`src/rtl/serial_tx_arbiter_if.sv`:
```
// Bus bundle for serial_tx_arbiter: four requesters (req/len/sin) toward the arbiter, grant/serial stream back.
interface serial_tx_arbiter_if #(
  parameter int unsigned LEN_W = 8
);
  logic [3:0]         req;
  logic [4*LEN_W-1:0] len_bus;
  logic [3:0]         sin;
  logic [3:0]         gnt;
  logic               serial_out;
  logic               serout_ready;
  logic               wake_em_up;
  logic [3:0]         done;
  logic               busy;

  modport master (
    output req, len_bus, sin,
    input  gnt, serial_out, serout_ready, wake_em_up, done, busy
  );

  modport slave (
    input  req, len_bus, sin,
    output gnt, serial_out, serout_ready, wake_em_up, done, busy
  );
endinterface

```
`src/rtl/serial_tx_arbiter.sv`:
```
// Round-robin arbiter that serialises one variable-length frame at a time from four requesters.
// Optional trailing even-parity bit when TX_PARITY_EN is defined.
module serial_tx_arbiter #(
  parameter int unsigned LEN_W = 8
) (
  input  logic               clk,
  input  logic               rst,
  serial_tx_arbiter_if.slave bus
);

`ifdef TX_PARITY_EN
  typedef enum logic [1:0] {S_IDLE = 2'd0, S_SEND = 2'd1, S_DONE = 2'd2, S_PAR = 2'd3} state_t;
  localparam state_t S_TAIL = S_PAR;
`else
  typedef enum logic [1:0] {S_IDLE = 2'd0, S_SEND = 2'd1, S_DONE = 2'd2} state_t;
  localparam state_t S_TAIL = S_DONE;
`endif

  state_t           r_state, w_state_nxt;
  logic [LEN_W-1:0] r_cnt, w_cnt_nxt;
  logic [1:0]       r_idx, w_idx_nxt;
  logic [1:0]       r_last, w_last_nxt;
  logic [1:0]       w_win;
  logic [LEN_W-1:0] w_win_len;
  logic             w_sin_bit;
`ifdef TX_PARITY_EN
  logic             r_par, w_par_nxt;
`endif

  // First requester found searching upward from last+1, wrapping mod 4.
  function automatic logic [1:0] rr_pick(input logic [1:0] last, input logic [3:0] req);
    logic [1:0] cand;
    rr_pick = last;
    for (int i = 4; i >= 1; i--) begin
      cand = last + 2'(i);
      if (req[cand]) rr_pick = cand;
    end
  endfunction

  assign w_win     = rr_pick(r_last, bus.req);
  assign w_win_len = bus.len_bus[LEN_W*32'(w_win) +: LEN_W];
  assign w_sin_bit = bus.sin[r_idx];

  always_ff @(posedge clk or posedge rst) begin
    if (rst) begin
      r_state <= S_IDLE;
      r_cnt   <= '0;
      r_idx   <= 2'd0;
      r_last  <= 2'd3;
`ifdef TX_PARITY_EN
      r_par   <= 1'b0;
`endif
    end else begin
      r_state <= w_state_nxt;
      r_cnt   <= w_cnt_nxt;
      r_idx   <= w_idx_nxt;
      r_last  <= w_last_nxt;
`ifdef TX_PARITY_EN
      r_par   <= w_par_nxt;
`endif
    end
  end

  always_comb begin
    w_state_nxt      = r_state;
    w_cnt_nxt        = r_cnt;
    w_idx_nxt        = r_idx;
    w_last_nxt       = r_last;
`ifdef TX_PARITY_EN
    w_par_nxt        = r_par;
`endif
    bus.gnt          = 4'b0000;
    bus.serial_out   = 1'b0;
    bus.serout_ready = 1'b0;
    bus.wake_em_up   = 1'b0;
    bus.done         = 4'b0000;
    bus.busy         = (r_state != S_IDLE);

    case (r_state)
      S_IDLE: begin
        if (|bus.req) begin
          w_idx_nxt   = w_win;
          w_cnt_nxt   = w_win_len;
`ifdef TX_PARITY_EN
          w_par_nxt   = 1'b0;
`endif
          w_state_nxt = (w_win_len == '0) ? S_TAIL : S_SEND;
        end
      end
      S_SEND: begin
        bus.gnt          = 4'b0001 << r_idx;
        bus.serout_ready = 1'b1;
        bus.serial_out   = w_sin_bit;
`ifdef TX_PARITY_EN
        w_par_nxt        = r_par ^ w_sin_bit;
`else
        bus.wake_em_up   = (r_cnt == LEN_W'(1));
`endif
        // Counter saturates at zero so a corrupted zero count still ends the frame.
        if (r_cnt != '0) w_cnt_nxt = r_cnt - LEN_W'(1);
        if (r_cnt <= LEN_W'(1)) w_state_nxt = S_TAIL;
      end
`ifdef TX_PARITY_EN
      S_PAR: begin
        bus.gnt          = 4'b0001 << r_idx;
        bus.serout_ready = 1'b1;
        bus.serial_out   = r_par;
        bus.wake_em_up   = 1'b1;
        w_state_nxt      = S_DONE;
      end
`endif
      S_DONE: begin
        bus.gnt     = 4'b0001 << r_idx;
        bus.done    = 4'b0001 << r_idx;
        w_last_nxt  = r_idx;
        w_state_nxt = S_IDLE;
      end
      default: begin
        w_state_nxt = S_IDLE;
      end
    endcase
  end

endmodule
```
`src/flat_wrapper.sv`:
```
// flat-port wrapper written by rule: the top's interface ports become plain ports
module serial_tx_arbiter_flat 
#(
  parameter int unsigned LEN_W = 8
)
  (clk, rst, bus_req, bus_len_bus, bus_sin, bus_gnt, bus_serial_out, bus_serout_ready, bus_wake_em_up, bus_done, bus_busy);
  serial_tx_arbiter_if #(.LEN_W(LEN_W)) bus_i ();
  input  logic clk;
  input  logic rst;
  input wire logic [$bits(bus_i.req)-1:0] bus_req;
  input wire logic [$bits(bus_i.len_bus)-1:0] bus_len_bus;
  input wire logic [$bits(bus_i.sin)-1:0] bus_sin;
  output wire logic [$bits(bus_i.gnt)-1:0] bus_gnt;
  output wire logic [$bits(bus_i.serial_out)-1:0] bus_serial_out;
  output wire logic [$bits(bus_i.serout_ready)-1:0] bus_serout_ready;
  output wire logic [$bits(bus_i.wake_em_up)-1:0] bus_wake_em_up;
  output wire logic [$bits(bus_i.done)-1:0] bus_done;
  output wire logic [$bits(bus_i.busy)-1:0] bus_busy;
  assign bus_i.req = bus_req;
  assign bus_i.len_bus = bus_len_bus;
  assign bus_i.sin = bus_sin;
  assign bus_gnt = bus_i.gnt;
  assign bus_serial_out = bus_i.serial_out;
  assign bus_serout_ready = bus_i.serout_ready;
  assign bus_wake_em_up = bus_i.wake_em_up;
  assign bus_done = bus_i.done;
  assign bus_busy = bus_i.busy;
  serial_tx_arbiter #(.LEN_W(LEN_W)) u_core (.clk(clk), .rst(rst), .bus(bus_i));
endmodule
```
`config.mk`:
```
export PLATFORM = sky130hd
export DESIGN_NAME = serial_tx_arbiter_flat
export DESIGN_NICKNAME = d
export VERILOG_FILES = /design/src/rtl/serial_tx_arbiter_if.sv /design/src/rtl/serial_tx_arbiter.sv /design/src/flat_wrapper.sv
export SDC_FILE = /design/constraint.sdc
export NUM_CORES = 1
export LEC_CHECK = 0
export BUFFER_PORTS_ARGS = -buffer_cell sky130_fd_sc_hd__buf_2
export CAP_MARGIN = 5
export CORE_ASPECT_RATIO = 1.5
export CORE_MARGIN = 2
export CORE_UTILIZATION = 44
export CTS_CLUSTER_DIAMETER = 100
export CTS_CLUSTER_SIZE = 8
export DETAILED_ROUTE_END_ITERATION = 8
export PLACE_DENSITY = 0.73
export SETUP_SLACK_MARGIN = 0.5
export SYNTH_ARGS = -nofsm -noshare
export SYNTH_HDL_FRONTEND = slang
export SYNTH_SLANG_ARGS = --single-unit
```
`constraint.sdc`:
```
create_clock -name clk -period 3 [get_ports clk]
set_input_delay 0.3 -clock clk [delete_from_list [all_inputs] [get_ports clk]]
set_output_delay 0.3 -clock clk [all_outputs]
set_load 0.02 [all_outputs]
```
==> key figures, run 1 <==
Final layout
  • Final #Nets: about 300
  • FILL cells: a little over 300
  • Commonest non-fill, non-tap cell in the layout: buf_2
  • # diodes: 0
  • Layout cells sized above 1: 0.365
  • Area grow syn2layout: 34.3%
  • Commonest cells after routing, fill and taps aside: buf_2, nand2_1, nor3_1
  • Finished Core Util: 0.615

Clock tree
  • Clk sinks: 14
  • CTS Hold Bufs: 0
  • H-tree lvl count: 1
  • TritonCTS clock tree: yes
  • Worst-path clk slew: 0.06 ns
  • Clk root buf: clkbuf_8
  • Worst skew pair latency: 0.25 ns
  • CTS max path bufs: 2
  • TritonCTS buffer count: 3

Placed design
  • Hpwl dp: just under 3000 um
  • Port bufs: 53
  • RePlAce Congestion: about 0.87

Worst setup path
  • Slowest-stage cell, CP: dfstp_2
  • CP Data Required Time: around 3.1 ns
  • CP Buf/Inv Count: 1
  • Crit-path cells: buf_12 -> mux2i_1 -> nor2_1 -> or3_4 -> a211oi_4 -> o22ai_1 -> or4_1 -> a22o_1
  • CP Capture Type: register
  • Setup CP Type: register to register
  • Critical Path Max Stage Delay: roughly 0.57 ns
  • Top delay family on crit path: simple AND/OR/NAND/NOR gates
  • CP Data Arrival Time: approximately 2.7 ns
  • CP startpoint kind: register
  • Crit path max fanout: 8

Routing
  • Vias: roughly 1600
  • DR iter-0 viols: 57
  • Detailed-route wire length per cell: around 14 um
  • Vias per std cell: between 5 and 6
  • Post-Route WL: 3920 um
  • First-pass DRT Iterations: 4
  • Antenna-violating nets left: 0
  • DRC violations left: 0

STA
  • Count of final max-slew check failures: 0
  • Min cycle time layout: approximately 2.5 ns
  • Max transition margin: 0.633
  • Part of the cycle the worst path needs: 0.844
  • Least-Margin Pin Slew: between 0.5 and 0.6 ns
  • RSZ-0062 raised after global routing: true
  • Achievable Freq: 395 MHz
  • Fin Setup TNS: 0 ns
  • Final setup viols: 0
  • Final hold vios: 0
  • Setup Skew: between 0.0004 and 0.0005 ns

GRT
  • Gr usage total: 0.219
  • Vias in the first global route: approximately 1500
  • Initial antenna violation count: 0
  • GR Layer Usage met3: 0.0161
  • Met1 Track Usage GR: 0.256
  • Global-route wire length before repair: ~6500 um
  • Gr ovfl total: 0
  • Most used routing layer: met2
  • Largest net degree at the start of global routing: 20
  • GR Util met2: 0.393

Flow run
  • Max Cap Viol: 0

Synthesis
  • Synthesized Nets: ~240
  • Cell variety after synth: 47
  • YS warnings: 0
  • Post-synth top flop: dfrtp_1
  • #FFs+latches synth: 14
  • Asr flop ratio synth: 1.00
  • Mapped Avg Cell Area: roughly 7.5 um2
  • Post-synthesis sequential area ratio: 0.244
  • Gate Count Post-Synth: 194
  • Mapped cell area: approximately 1400 um2
  • Number of synthesized flops with an enable pin: 0

Pwr
  • Seq pwr share: 0.206
  • Clk pwr share: 0.096
  • Leakage power: 0.000916 uW
  • Combinational Power Share: 0.698
  • Internal: about 1000 uW
  • Pwr per Cell Area: 1020 nW/um2
  • Switching Share: 0.490
  • NetSw: 973 uW
  • Maximum vdd drop: 0.565 mV

Status
  • Status: finished, final reports clean

Hold path
  • Worst hold path type: input pin to async pin

Floorplan
  • Core area: 3160 um2
  • Die width: 50.8 um
  • Initial Utilization: 0.458
  • Die H: roughly 74 um
  • I/O Pins: 54
  • # rows: 25
  • Die area: 3770 um2
==> path summary, 6_finish.rpt <==
path                       cells past startpoint  slack (ns)           endpoint              from
setup / recovery                               8        0.47  u_core.r_state[0]  u_core.r_last[1]
hold / removal                                 2        0.09    u_core.r_idx[0]               rst
setup reg to reg                               8        0.47  u_core.r_state[0]  u_core.r_last[1]
hold reg to reg                                2        0.47    u_core.r_cnt[4]   u_core.r_cnt[4]
max in group asynchronous                      2        2.55   u_core.r_last[1]               rst
min in group clk                               2        0.47    u_core.r_cnt[4]   u_core.r_cnt[4]
==> sequential cells by signal, indices dropped and copies added (netlist names) <==
signal          count
u_core.r_state      2
u_core.r_last       2
u_core.r_cnt        8
u_core.r_idx        2
==> logic make-up after synthesis <==
logic type	Yosys count	share of synthesized area
AND/OR/NAND/NOR	97	0.317
AO/OA/AOI/OAI	54	0.281
buffers and inverters	21	0.0856
flip-flops	14	0.244
adder cells (fa/ha/maj)	5	0.0433
multiplexers	2	0.0225
XOR/XNOR	1	0.00606
==> cell type report <==
type / instances / area [um2] / area share
repair buffers: 63 / 365 / 0.188
flip-flops and latches: 14 / 353 / 0.182
multi-input cells: 159 / 1080 / 0.559
well taps: 40 / 50.0 / 0.0258
clock buffers: 4 / 55.1 / 0.0284
inverters: 9 / 33.8 / 0.0174
==> per-stage QoR <==
stage          total power [uW]  std cells  hold WS [ns]  worst slack [ns]  cell area [um2]
2_1_floorplan              1370        194         0.188             0.474             1480
3_3_place_gp               1600        283         0.385             0.434             1760
3_5_place_dp               1620        283         0.391             0.345             1760
4_1_cts                    1920        289         0.121             0.495             1900
5_1_grt                    2150        289         0.154             0.379             1940
6_report                   1980        289        0.0852             0.469             1940
==> synthesized netlist by cell type, types with 3 or more instances <==
cell type | n | area, um2
inv_1 | 9 | 33.8
nor3b_1 | 3 | 22.5
o21ai_1 | 10 | 50.1
a211oi_1 | 11 | 82.6
nor3_1 | 22 | 110
nand2b_1 | 3 | 18.8
ha_1 | 5 | 62.6
and3_1 | 5 | 31.3
nand2_1 | 37 | 139
o21ai_0 | 6 | 30.0
o22ai_1 | 3 | 18.8
dfrtp_1 | 12 | 300
clkbuf_1 | 4 | 15.0
nor2_1 | 16 | 60.1
a211oi_2 | 5 | 62.6
==> layer usage <==
layer	up-vias	wire, um
met5	-	0
met4	0	116
met3	13	226
met2	64	1970
met1	737	1600
li1	806	-
==> power by group through the flow <==
stage / logic [uW] / clock network [uW] / registers (uW)
finish: 1380 / 190 / 410
global placement: 1190 / 0 / 411
CTS: 1320 / 192 / 408
global route: 1520 / 200 / 428
detailed placement: 1210 / 0 / 417
floorplan: 1010 / 0 / 359
==> timing repair <==
| action | 4_1_cts | 5_1_grt |
|---|---|---|
| setup buffers | 2 | 0 |
| resized for setup | 12 | 6 |
| cloned | 0 | 0 |
| setup endpoints to repair | 2 | 2 |
| pin swaps | 1 | 1 |
Power figures use the tool's default switching activity.
==> run 2, diff against run 1 <==
ABC_AREA = 1   (was not set)
PLACE_DENSITY = 0.72   (was 0.73)
clock period = 2.4 ns   (was 3 ns; I/O delays follow)
==> run 2 against run 1 <==
Wire length is 21% higher. Global-route usage is 3.0 points higher. Clock power is 19% higher. Largest cell class unchanged. Design area is 12% higher.
==> key figures, run 2 <==
Worst setup path
  • Setup CP Type: register to register (unchanged)
  • Critical Path Max Stage Delay: 0.58 ns (was 0.57 ns)
  • Crit-path most repeated cell: nand2_1
  • Register-to-Register Path Depth: 16 (was 8)
  • Crit. path cell count: 16 (was 8)
  • Top delay family on crit path: simple AND/OR/NAND/NOR gates (unchanged)
  • CP Data Arrival Time: 2.28 ns (was 2.67 ns)
  • CP startpoint kind: register (unchanged)
  • Reg2reg setup slack: 0.25 ns (was 0.47 ns)
  • Crit-path cells: buf_6 -> nand2_4 -> o21ai_2 -> nand2_1 -> nand2_2 -> nand2_4 -> nand3_4 -> nand2_8 -> nand2_2 -> nand3_2 -> nand2_2 -> nand2_1 -> nor2_1 -> nand2_1 -> nand3_1 -> nand2_1 (was buf_12 -> mux2i_1 -> nor2_1 -> or3_4 -> a211oi_4 -> o22ai_1 -> or4_1 -> a22o_1)
  • CP Buf/Inv Count: 1 (unchanged)
  • CP Data Required Time: 2.53 ns (was 3.14 ns)
  • CP Capture Type: register (unchanged)
  • Crit path max fanout: 8 (unchanged)
  • Slowest-stage cell, CP: dfstp_2 (unchanged)
  • Worst R2R End: u_core.r_state[0] (unchanged)
  • R2r startpoint: u_core.r_last[0] (was u_core.r_last[1])

Synthesis
  • Number of synthesized flops with an enable pin: 0 (unchanged)
  • YS warnings: 0 (unchanged)
  • Mapped Avg Cell Area: 6.07 um2 (was 7.46 um2)
  • Synth top area share: 0.202 (was 0.208)
  • Asr flop ratio synth: 1.00 (unchanged)
  • Synth area leader: dfrtp_1 (unchanged)
  • Post-synthesis sequential area ratio: 0.237 (was 0.244)
  • Gate Count Post-Synth: 245 (was 194)
  • Commonest cells post-synth: nand2_1, nand3_1, nor2_1 (was nand2_1, nor3_1, nor2_1)
  • Post-synth top flop: dfrtp_1 (unchanged)
  • Synthesized Nets: 292 (was 241)
  • Top cells by area, synth: dfrtp_1, nand2_1, nand3_1 (was dfrtp_1, nand2_1, nor3_1)
  • Mapped cell area: 1490 um2 (was 1450 um2)
  • #FFs+latches synth: 14 (unchanged)
  • Cell variety after synth: 28 (was 47)
  • Count leader, synth: nand2_1 (unchanged)

Pwr
  • Maximum vdd drop: 0.903 mV (was 0.565 mV)
  • Leakage power: 0.00117 uW (was 0.000916 uW)
  • Pwr per Cell Area: 1750 nW/um2 (was 1020 nW/um2)

Final layout
  • Final #Nets: 360 (was 297)
  • Area grow syn2layout: 46.0% (was 34.3%)
  • Commonest non-fill, non-tap cell in the layout: nand2_1 (was buf_2)
  • Layout cells sized above 1: 0.429 (was 0.365)
  • Top reg by flops: u_core.r_cnt (unchanged)
  • # diodes: 0 (unchanged)
  • Largest register FFs: 8 (unchanged)
  • Commonest cells after routing, fill and taps aside: nand2_1, buf_2, nor2_1 (was buf_2, nand2_1, nor3_1)
  • Non-Filler Instances: 352 (was 289)

Routing
  • Detailed-route wire length per cell: 13.4 um (was 13.6 um)
  • Antenna-violating nets left: 0 (unchanged)
  • Post-Route WL: 4730 um (was 3920 um)
  • Vias: 1916 (was 1620)
  • DR iter-0 viols: 64 (was 57)
  • DRC violations left: 0 (unchanged)
  • First-pass DRT Iterations: 4 (unchanged)
  • Vias per std cell: 5.44 (was 5.61)

Floorplan
  • Core area: 3190 um2 (was 3160 um2)
  • I/O Pins: 54 (unchanged)
  • Initial Utilization: 0.466 (was 0.458)
  • Die H: 75.2 um (was 74.2 um)
  • Die area: 3870 um2 (was 3770 um2)
  • # rows: 25 (unchanged)
  • Die width: 51.5 um (was 50.8 um)

STA
  • Final WS setup: 0.251 ns (was 0.469 ns)
  • Setup Skew: 0.00271 ns (was 0.000499 ns)
  • Max transition margin: 0.646 (was 0.633)
  • Final setup viols: 0 (unchanged)
  • Achievable Freq: 465 MHz (was 395 MHz)
  • Least-Margin Pin Slew: 0.531 ns (was 0.550 ns)
  • Final hold vios: 0 (unchanged)
  • Part of the cycle the worst path needs: 0.895 (was 0.844)
  • RSZ-0062 raised after global routing: true (unchanged)
  • Count of final max-slew check failures: 0 (unchanged)
  • Min cycle time layout: 2.15 ns (was 2.53 ns)
  • Hold Slack: 0.0272 ns (was 0.0852 ns)
  • Fin Setup TNS: 0 ns (unchanged)

Flow run
  • Max Cap Viol: 0 (unchanged)

Clock tree
  • H-tree lvl count: 1 (unchanged)
  • TritonCTS buffer count: 3 (unchanged)
  • Worst-path clk slew: 0.06 ns (about the same)
  • TritonCTS clock tree: yes (unchanged)
  • CTS Hold Bufs: 0 (unchanged)
  • Clk root buf: clkbuf_8 (unchanged)
  • CTS max path bufs: 2 (unchanged)
  • Clk sinks: 14 (unchanged)
  • Worst skew pair latency: 0.24 ns (was 0.25 ns)

Placed design
  • RePlAce Congestion: 0.880 (was 0.869)
  • Port bufs: 53 (unchanged)
  • Setup WS pre-CTS: 0.220 ns (was 0.345 ns)
  • Placed Cells: 332 (was 283)
  • Hpwl dp: 3150 um (was 2960 um)

GRT
  • Largest net degree at the start of global routing: 15 (was 20)
  • Initial antenna violation count: 0 (unchanged)
  • Gr usage total: 0.249 (was 0.219)
  • Gr ovfl total: 0 (unchanged)
  • Global-route wire length before repair: 7510 um (was 6500 um)
  • Vias in the first global route: 1811 (was 1482)

Hold path
  • Worst hold path type: input pin to async pin (unchanged)

Status
  • Status: finished, final reports clean (unchanged)
## run 2: cells by family after synthesis
| logic type | count (synthesis) | synth area share |
|---|---|---|
| xor+xnor | 2 | 0.0118 |
| mux | 1 | 0.00757 |
| simple gates | 158 | 0.473 |
| fa+ha+maj | 5 | 0.0421 |
| compound gates | 30 | 0.123 |
| buf+inv | 35 | 0.106 |
| flops | 14 | 0.237 |
## run 2: how the worst max path moves through the flow
stage / startpoint / endpoint / slack (ns)
after global placement: u_core.r_last[0] / u_core.r_state[0] / 0.27
after detailed placement: u_core.r_last[0] / u_core.r_cnt[7] / 0.22
after floorplan: u_core.r_last[0] / u_core.r_state[1] / 0.50
after CTS: u_core.r_last[0] / u_core.r_state[0] / 0.33
final: u_core.r_last[0] / u_core.r_state[0] / 0.25
after global routing: u_core.r_last[0] / u_core.r_state[1] / 0.06
## run 2: metal layers
layer  vias up  GRT usage  share of wire
met1       887      0.274           0.38
li1        944          -              -
met3        10     0.0198          0.061
met5         -          0              0
met4         0     0.0468          0.012
met2        75      0.507           0.55
## run 2: metrics by stage
step	instance area (um2)	utilization	total power (uW)
finish	2170	0.681	3800
global route	2170	0.681	4140
CTS	1990	0.625	3290
detailed placement	1770	0.554	2670
global placement	1770	0.554	2640
floorplan	1500	-	2270
## run 2: repair_timing
action,4_1_cts,5_1_grt
resized for setup,25,32
hold endpoints to repair,0,0
setup buffers,8,4
gates cloned,3,1
pin swaps,3,23
endpoints found under the setup margin,12,12
## run 2: report_power, final
part / total, uW / switching, uW / internal, uW
sequential: 530 / 153 / 378
combinational: 3040 / 1880 / 1160
clock: 226 / 81.4 / 145
## run 2: area by class of cell
| class | instances | area [um2] |
|---|---|---|
| Inverter | 28 | 114 |
| Clock buffer | 4 | 55.1 |
| Tap cell | 40 | 50.0 |
| Timing Repair Buffer | 66 | 379 |
| Sequential cell | 14 | 353 |
| Multi-Input combinational cell | 200 | 1220 |
| Fill cell | 293 | 1020 |
==> run 3, diff against run 2 <==
CORE_UTILIZATION = 45   (was 44)
PLACE_DENSITY = not set   (was 0.72)
PLACE_DENSITY_LB_ADDON = 0.25   (was not set)
RECOVER_POWER = 25   (was not set)
==> run 3 against run 2 <==
Via count is 2.1% lower. First-iteration DRC count is 58% higher. Maximum frequency is 0.17% higher. Total power is 3.7% higher. Design area is 1.7% higher. Critical path depth is 1 higher. Worst setup slack better by 0.0037 ns. Critical endpoint is now u_core.r_state[1]. Largest power group unchanged.
==> key figures, run 3 (same netlist as run 2, synthesis figures left out) <==
Pwr
  • Leakage power: 0.00118 uW (was 0.00117 uW)
  • Maximum vdd drop: 1.15 mV (was 0.903 mV)
  • Pwr per Cell Area: 1780 nW/um2 (was 1750 nW/um2)

Status
  • Status: finished, final reports clean (unchanged)

Floorplan
  • Die width: 50.9 um (was 51.5 um)
  • I/O Pins: 54 (unchanged)
  • # rows: 25 (unchanged)
  • Die H: 74.4 um (was 75.2 um)
  • Die area: 3790 um2 (was 3870 um2)
  • Initial Utilization: 0.471 (was 0.466)
  • Core area: 3160 um2 (was 3190 um2)

Final layout
  • Sequential cell area: 353 um2 (unchanged)
  • FILL cells: 280 (was 293)
  • Top reg by flops: u_core.r_cnt (unchanged)
  • # diodes: 0 (unchanged)
  • Commonest cells after routing, fill and taps aside: nand2_1, buf_2, nor2_1 (unchanged)
  • Commonest non-fill, non-tap cell in the layout: nand2_1 (unchanged)
  • Non-Filler Instances: 355 (was 352)
  • Post-layout instance area: 2210 um2 (was 2170 um2)
  • Largest register FFs: 8 (unchanged)
  • Area grow syn2layout: 48.4% (was 46.0%)
  • Layout cells sized above 1: 0.448 (was 0.429)
  • Multi-input gate area: 1220 um2 (unchanged)
  • Final #Nets: 363 (was 360)

Clock tree
  • TritonCTS buffer count: 3 (unchanged)
  • H-tree lvl count: 1 (unchanged)
  • TritonCTS clock tree: yes (unchanged)
  • Worst skew pair latency: 0.24 ns (about the same)
  • Clk sinks: 14 (unchanged)
  • Clk root buf: clkbuf_8 (unchanged)
  • CTS max path bufs: 2 (unchanged)
  • Worst-path clk slew: 0.06 ns (about the same)

STA
  • Setup Skew: 0.00163 ns (was 0.00271 ns)
  • Least-Margin Pin Slew: 0.543 ns (was 0.531 ns)
  • Final setup viols: 0 (unchanged)
  • Final hold vios: 0 (unchanged)
  • Max transition margin: 0.638 (was 0.646)
  • Min cycle time layout: 2.15 ns (about the same)
  • Count of final max-slew check failures: 0 (unchanged)
  • Fin Setup TNS: 0 ns (unchanged)
  • Achievable Freq: 466 MHz (was 465 MHz)
  • Part of the cycle the worst path needs: 0.894 (was 0.895)
  • RSZ-0062 raised after global routing: true (unchanged)

GRT
  • Initial antenna violation count: 0 (unchanged)
  • Vias in the first global route: 1692 (was 1811)
  • Largest net degree at the start of global routing: 15 (unchanged)
  • Gr usage total: 0.238 (was 0.249)
  • Gr ovfl total: 0 (unchanged)
  • Global-route wire length before repair: 7110 um (was 7510 um)

Worst setup path
  • CP Data Arrival Time: 2.28 ns (about the same)
  • Crit path max fanout: 7 (was 8)
  • Worst R2R End: u_core.r_state[1] (was u_core.r_state[0])
  • CP Data Required Time: 2.54 ns (was 2.53 ns)
  • Reg2reg setup slack: 0.25 ns (about the same)
  • CP startpoint kind: register (unchanged)
  • R2r startpoint: u_core.r_last[0] (unchanged)
  • CP Capture Type: register (unchanged)
  • Register-to-Register Path Depth: 17 (was 16)
  • Setup CP Type: register to register (unchanged)

Routing
  • DR iter-0 viols: 101 (was 64)
  • First-pass DRT Iterations: 4 (unchanged)
  • Antenna-violating nets left: 0 (unchanged)
  • Vias: 1875 (was 1916)
  • Post-Route WL: 4660 um (was 4730 um)
  • Vias per std cell: 5.28 (was 5.44)
  • DRC violations left: 0 (unchanged)
  • Detailed-route wire length per cell: 13.1 um (was 13.4 um)

Placed design
  • RePlAce Congestion: 0.909 (was 0.880)
  • Area post-placement: 1770 um2 (unchanged)
  • Port bufs: 53 (unchanged)
  • Placed Cells: 332 (unchanged)
  • Hpwl dp: 3130 um (was 3150 um)

Flow run
  • Max Cap Viol: 0 (unchanged)

Hold path
  • Worst hold path type: input pin to async pin (unchanged)
## run 3: final cells by class
class,count,share of cell area
Inverter,28,0.0527
Tap cell,40,0.0227
Clock buffer,4,0.0249
Multi-Input combinational cell,199,0.553
Sequential cell,14,0.160
Timing Repair Buffer,70,0.187
## run 3: metrics by stage
step / setup WS (ns) / util / hold WS (ns) / total power [uW]
2_1_floorplan: 0.503 / - / 0.128 / 2270
3_3_place_gp: 0.279 / 0.559 / 0.312 / 2650
3_5_place_dp: 0.257 / 0.559 / 0.310 / 2670
4_1_cts: 0.363 / 0.630 / 0.0486 / 3330
5_1_grt: 0.0987 / 0.699 / 0.0771 / 4270
6_report: 0.255 / 0.699 / 0.0255 / 3940
## run 3: where the power goes
part,switching [uW],internal (uW)
clock,85.6,145
combinational,1940,1250
sequential,135,377
## run 3: worst max path at each step
stage,to,depth (start not counted),slack [ns],startpoint
3_5_place_dp,u_core.r_state[0],16,0.26,u_core.r_last[0]
5_1_grt,u_core.r_state[1],17,0.1,u_core.r_last[0]
4_1_cts,u_core.r_state[0],16,0.36,u_core.r_last[0]
6_report,u_core.r_state[1],17,0.25,u_core.r_last[0]
3_3_place_gp,u_core.r_state[0],16,0.28,u_core.r_last[0]
2_1_floorplan,u_core.r_state[1],19,0.50,u_core.r_last[0]
## run 3: critical path: stages (launching register included)
cell and delay [ns]:
dfstp_2 0.58, buf_6 0.15, nand2_2 0.06, nand2_2 0.08, nand2_1 0.07, nand2_2 0.10
clkinv_4 0.12, buf_4 0.17, nand3_4 0.09, nand3_1 0.11, nand3_1 0.10, nand2_1 0.07
nand2_1 0.07, nor2_2 0.03, nand2_1 0.07, nand2_1 0.06, nand2_1 0.06, nand2_1 0.04
## run 3: metal layers
metal	GRT usage	routed length, um	vias to the layer above
met1	0.268	1810	862
li1	-	-	942
met2	0.466	2550	63
met4	0.0631	70	0
met5	0	0	-
met3	0.0241	224	8
## run 3: timing repair
item                       in CTS  in global routing
setup endpoints to repair      12                 11
resized for setup              27                 40
hold buffers                    0                  0
cloned                          2                  1
hold endpoints to repair        0                  0
buffers inserted                8                  8
pin swaps                      15                 28
